[config.mk]
export PLATFORM = sky130hd
export DESIGN_NAME = hazard_ctrl_unit
export DESIGN_NICKNAME = d
export VERILOG_FILES = /design/src/rtl/hazard_ctrl_unit.sv
export SDC_FILE = /design/constraint.sdc
export NUM_CORES = 1
export LEC_CHECK = 0
export ABC_AREA = 1
export ABC_CLOCK_PERIOD_IN_PS = 5100
export CORE_ASPECT_RATIO = 1.25
export CORE_MARGIN = 1.5
export CORE_UTILIZATION = 50
export DETAILED_ROUTE_END_ITERATION = 12
export GPL_ROUTABILITY_DRIVEN = 0
export PLACE_DENSITY = 0.84
export SLEW_MARGIN = 20
export SYNTH_ARGS = -nofsm -noshare
export SYNTH_HDL_FRONTEND = slang
export SYNTH_SLANG_ARGS = --single-unit
[constraint.sdc]
create_clock -name clk -period 5.1 [get_ports clk]
set_clock_uncertainty 0.15 [all_clocks]
set_input_delay 1.02 -clock clk [delete_from_list [all_inputs] [get_ports clk]]
set_output_delay 1.02 -clock clk [all_outputs]
set_load 0.05 [all_outputs]
[src/rtl/hazard_ctrl_unit.sv]
// Stall/flush sequencer for the five-stage pipeline: load-use, EX redirects,
// data-memory wait states and freeze requests, plus event counters and a sticky timeout.
module hazard_ctrl_unit #(
  parameter int REDIRECT_CYCLES = 2,
  parameter int MEM_TIMEOUT     = 15,
  parameter int CNT_W           = 16
) (
  input  logic             clk,
  input  logic             rst,
  input  logic [4:0]       id_rs1,
  input  logic [4:0]       id_rs2,
  input  logic             id_rs1_used,
  input  logic             id_rs2_used,
  input  logic [4:0]       ex_rd,
  input  logic             ex_is_load,
  input  logic             ex_redirect,
  input  logic             mem_req,
  input  logic             mem_ready,
  input  logic             freeze_req,
  input  logic             err_clr,
  output logic             stall_pc,
  output logic             stall_sub_if,
  output logic             stall_if,
  output logic             stall_id,
  output logic             stall_ex,
  output logic             stall_sub_mem,
  output logic             flush_sub_if,
  output logic             flush_if,
  output logic             flush_id,
  output logic             flush_ex,
  output logic             flush_sub_mem,
  output logic             flush_mem,
  output logic [2:0]       state_o,
  output logic             err_timeout,
  output logic [CNT_W-1:0] stall_cnt,
  output logic [CNT_W-1:0] redirect_cnt
);

  typedef enum logic [2:0] {
    RUN      = 3'd0,
    REDIRECT = 3'd1,
    MEM_WAIT = 3'd2,
    HALT     = 3'd3
  } state_t;

  state_t     state, state_nxt;
  logic       pend, pend_nxt;
  logic [7:0] wait_cnt, wait_nxt;
  logic [1:0] rdr_pos, rdr_pos_nxt;
  logic       stall_all, stall_front, flush_front, flush_back, flush_bubble;
  logic       err_set, redirect_evt, load_use;

  assign load_use = ex_is_load && (ex_rd != 5'd0) &&
                    ((id_rs1_used && (id_rs1 == ex_rd)) ||
                     (id_rs2_used && (id_rs2 == ex_rd)));

  // Next-state and Mealy control decode
  always_comb begin
    state_nxt    = state;
    pend_nxt     = pend;
    wait_nxt     = wait_cnt;
    rdr_pos_nxt  = rdr_pos;
    stall_all    = 1'b0;
    stall_front  = 1'b0;
    flush_front  = 1'b0;
    flush_back   = 1'b0;
    flush_bubble = 1'b0;
    err_set      = 1'b0;
    redirect_evt = 1'b0;
    case (state)
      RUN: begin
        if (mem_req && !mem_ready) begin
          stall_all = 1'b1;
          state_nxt = MEM_WAIT;
          wait_nxt  = 8'd0;
          pend_nxt  = ex_redirect;
        end else if (ex_redirect) begin
          flush_front  = 1'b1;
          flush_back   = 1'b1;
          redirect_evt = 1'b1;
          rdr_pos_nxt  = 2'd0;
          if (REDIRECT_CYCLES > 1) begin
            state_nxt = REDIRECT;
          end else begin
            state_nxt = RUN;
          end
        end else if (load_use) begin
          stall_front  = 1'b1;
          flush_bubble = 1'b1;
        end else if (freeze_req) begin
          state_nxt = HALT;
        end else begin
          state_nxt = RUN;
        end
      end
      // EX holds a bubble here, so every other event is ignored
      REDIRECT: begin
        flush_front = 1'b1;
        if (int'(rdr_pos) >= REDIRECT_CYCLES - 2) begin
          state_nxt = RUN;
        end else begin
          rdr_pos_nxt = rdr_pos + 2'd1;
        end
      end
      MEM_WAIT: begin
        if (mem_ready) begin
          if (pend) begin
            flush_front  = 1'b1;
            flush_back   = 1'b1;
            redirect_evt = 1'b1;
            pend_nxt     = 1'b0;
            rdr_pos_nxt  = 2'd0;
            state_nxt    = (REDIRECT_CYCLES > 1) ? REDIRECT : RUN;
          end else begin
            state_nxt = RUN;
          end
        end else begin
          stall_all = 1'b1;
          if (int'(wait_cnt) >= MEM_TIMEOUT - 1) begin
            err_set   = 1'b1;
            pend_nxt  = 1'b0;
            wait_nxt  = 8'd0;
            state_nxt = HALT;
          end else begin
            wait_nxt = wait_cnt + 8'd1;
          end
        end
      end
      HALT: begin
        stall_all = 1'b1;
        if (!freeze_req && !err_timeout) begin
          state_nxt = RUN;
        end else begin
          state_nxt = HALT;
        end
      end
      default: begin
        state_nxt = RUN;
        pend_nxt  = 1'b0;
      end
    endcase
  end

  assign stall_pc      = !rst && (stall_all || stall_front);
  assign stall_sub_if  = !rst && (stall_all || stall_front);
  assign stall_if      = !rst && (stall_all || stall_front);
  assign stall_id      = !rst && (stall_all || stall_front);
  assign stall_ex      = !rst && stall_all;
  assign stall_sub_mem = !rst && stall_all;
  assign flush_sub_if  = !rst && flush_front;
  assign flush_if      = !rst && flush_front;
  assign flush_id      = !rst && flush_back;
  assign flush_ex      = !rst && (flush_back || flush_bubble);
  assign flush_sub_mem = 1'b0;
  assign flush_mem     = !rst && stall_all;
  assign state_o       = state;

  // State, flags and saturating counters
  always_ff @(posedge clk or posedge rst) begin
    if (rst) begin
      state        <= RUN;
      pend         <= 1'b0;
      wait_cnt     <= 8'd0;
      rdr_pos      <= 2'd0;
      err_timeout  <= 1'b0;
      stall_cnt    <= '0;
      redirect_cnt <= '0;
    end else begin
      state    <= state_nxt;
      pend     <= pend_nxt;
      wait_cnt <= wait_nxt;
      rdr_pos  <= rdr_pos_nxt;
      if (err_set) begin
        err_timeout <= 1'b1;
      end else if (err_clr) begin
        err_timeout <= 1'b0;
      end
      if (stall_pc && (stall_cnt != {CNT_W{1'b1}})) begin
        stall_cnt <= stall_cnt + CNT_W'(1);
      end
      if (redirect_evt && (redirect_cnt != {CNT_W{1'b1}})) begin
        redirect_cnt <= redirect_cnt + CNT_W'(1);
      end
    end
  end

endmodule

==> reports/metrics.yaml <==
status: "complete, no violations"
syn2layout_area_growth_pct: 28.7
yosysWarnings: 0
synth_cell_types: 29
cp_max_fo: 22
synth-seq-cells: 44
die_w_um: 69.6
netSwitchingFraction_pct: 48.6
drv_slew: 0
yosysMostFrequentCell: "nand2_1"
fp.dieH_um: 86.3
finalHoldViolations: 0
synth_top_area_share_pct: 39.7
grt_pass1_vias: 2459
avgSynthCellArea_um2: 7.30
cts_hold_buffers: 0
seq_area_frac_synth_pct: 39.7
slew_headroom_pct: 65.6
initial_utilization_pct: 51.3
path_class: "input pin to primary output"
syn_inst: 380
initialDrtViolationCount: 121
grt_antenna_before_repair: 0
crit_path_start_kind: "input pin"
dp_hpwl_um: 4960
fp.coreArea_mm2: 0.00541
drc_errors: 0
final_layout_size_suffix_gt1_share_pct: 7.13
synth_edf_count: 0
clock_latency_ns: 0.29
power_switching_mw: 0.726
worstPathRequired_ns: 3.93
viasPerCell: 5.11
clkPwrFrac_pct: 15.0
cts_setup_buffers: 0
clockBufferDepth: 2
cts_tree: "done"
rsz0062_at_grt: "no"
seqPwrFrac_pct: 33.7
multiInputGateArea_mm2: 0.00138
p_int_mw: 0.768
ctsResizeCount: 0
cp.arrival_ns: 3.31
nets: 477
num_vias: 2621
drtAntennaViolNets: 0
filler_cell_count: 499
peakVddDrop_uv: 197
overflow: 0
grtUsageTotal_pct: 21.6
worst_setup_path_end_kind: "primary output"
worstMarginPinSlew_ns: 0.515
synth_area_leaders: "dfrtp_1, nand2_1, nand3_1"
tns_ns: 0
yosysTopAreaCell: "dfrtp_1"
path_clk_slew_ns: 0.08
synthArstFlopShare_pct: 100
core.rowCount: 30
root_buffer: "clkbuf_8"
num_antenna_cells: 0
syn_area_mm2: 0.00277
htreeDepth: 2
p_comb_share_pct: 51.4
numCtsBuffers: 5
leakage_nw: 1.75
io_buffers: 70
cts.sinks: 44
max_freq_mhz: 223
dieArea_mm2: 0.00600
routed_wl_um: 6300
wl_per_cell_um: 12.3
hold_path_class: "register to register"
fin_crit_ns: 4.48
grt_max_degree: 29
regToRegSetupSlack_ns: 3.09
drv_cap: 0
first_pass_iters: 4
layout_worst_path_cycle_share_pct: 87.8
regArea_mm2: 0.00110
p_per_area_mw_per_mm2: 419
synthTopCellsByCount: "nand2_1, dfrtp_1, inv_1, nand3_1, nor2_1"
finalSetupViolCount: 0
ios: 73
hold_ws_ns: 0.342
synth_flop_cell: "dfrtp_1"
grt_pass1_wl_um: 10600
[placed cells by master (no fill, tap or decap), types with 4 or more instances in the layout]
| cell type | count |
|---|---|
| nor3_1 | 9 |
| nand3_1 | 40 |
| clkbuf_8 | 6 |
| inv_2 | 11 |
| clkdlybuf4s50_1 | 70 |
| nor2_1 | 32 |
| o21ai_0 | 12 |
| a21oi_1 | 4 |
| xnor2_1 | 11 |
| inv_1 | 41 |
| nand2_1 | 118 |
| ha_1 | 4 |
| xor2_1 | 18 |
| dfrtp_1 | 44 |
[final timing paths]
kind,start,endpoint,depth (start not counted)
setup reg to reg,stall_cnt[0],stall_cnt[11],9
hold / removal,wait_cnt[7],wait_cnt[7],2
min in group asynchronous,rst,stall_cnt[13],2
setup / recovery,mem_ready,stall_pc,8
hold reg to reg,wait_cnt[7],wait_cnt[7],2
max in group asynchronous,rst,stall_cnt[6],3
[layout make-up]
class                           count  share of cell area, %
Tap cell                           64                   2.24
Clock buffer                        8                   2.53
Timing Repair Buffer               72                   20.1
Sequential cell                    44                   30.9
Multi-Input combinational cell    272                   38.7
Inverter                           53                   5.58
[metal layers]
layer	track usage [%]	wire, um
met1	24.7	2500
met2	40.0	3320
met3	4.65	404
met4	7.49	78
met5	0	0
[sequential cells by signal, summed over array words and instances (netlist names)]
register	cells
state_o	2
wait_cnt	8
stall_cnt	16
redirect_cnt	16
pend	1
err_timeout	1
[worst max-delay path, cell delays in order]
cell             delay, ns
clkdlybuf4s50_1       0.55
inv_2                 0.07
nand2_1               0.12
nand4_1               0.09
nor2_1                0.14
nand3_1               0.19
nand2_4               0.26
clkdlybuf4s50_1       0.86
[per-stage QoR]
stage	cells	power, mW	instance area [um^2]	util (%)	worst slack, ns
floorplan	381	1.06	2780	-	0.947
global placement	505	1.26	3480	64.3	0.686
detailed placement	505	1.28	3480	64.3	0.666
CTS	513	1.50	3570	66.0	0.656
global route	513	1.59	3570	66.0	0.490
finish	513	1.49	3570	66.0	0.624
[cell families (layout without fill, tap and decap cells)]
group / after synthesis / after routing / synth area share (%)
XOR/XNOR: 29 / 29 / 9.16
AO/OA/AOI/OAI: 20 / 20 / 3.88
other: 1 / 2 / 0.135
buffers and inverters: 65 / 133 / 10.6
AND/OR/NAND/NOR: 217 / 217 / 34.7
adder cells (fa/ha/maj): 4 / 4 / 1.81
flip-flops: 44 / 44 / 39.7
[power groups by stage]
| stage | clock network (mW) | registers (mW) | logic (mW) |
|---|---|---|---|
| floorplan | 0 | 0.674 | 0.382 |
| global placement | 0 | 0.504 | 0.754 |
| detailed placement | 0 | 0.508 | 0.768 |
| CTS | 0.231 | 0.502 | 0.771 |
| global route | 0.246 | 0.515 | 0.824 |
| finish | 0.224 | 0.503 | 0.767 |
Power figures use the tool's default switching activity.
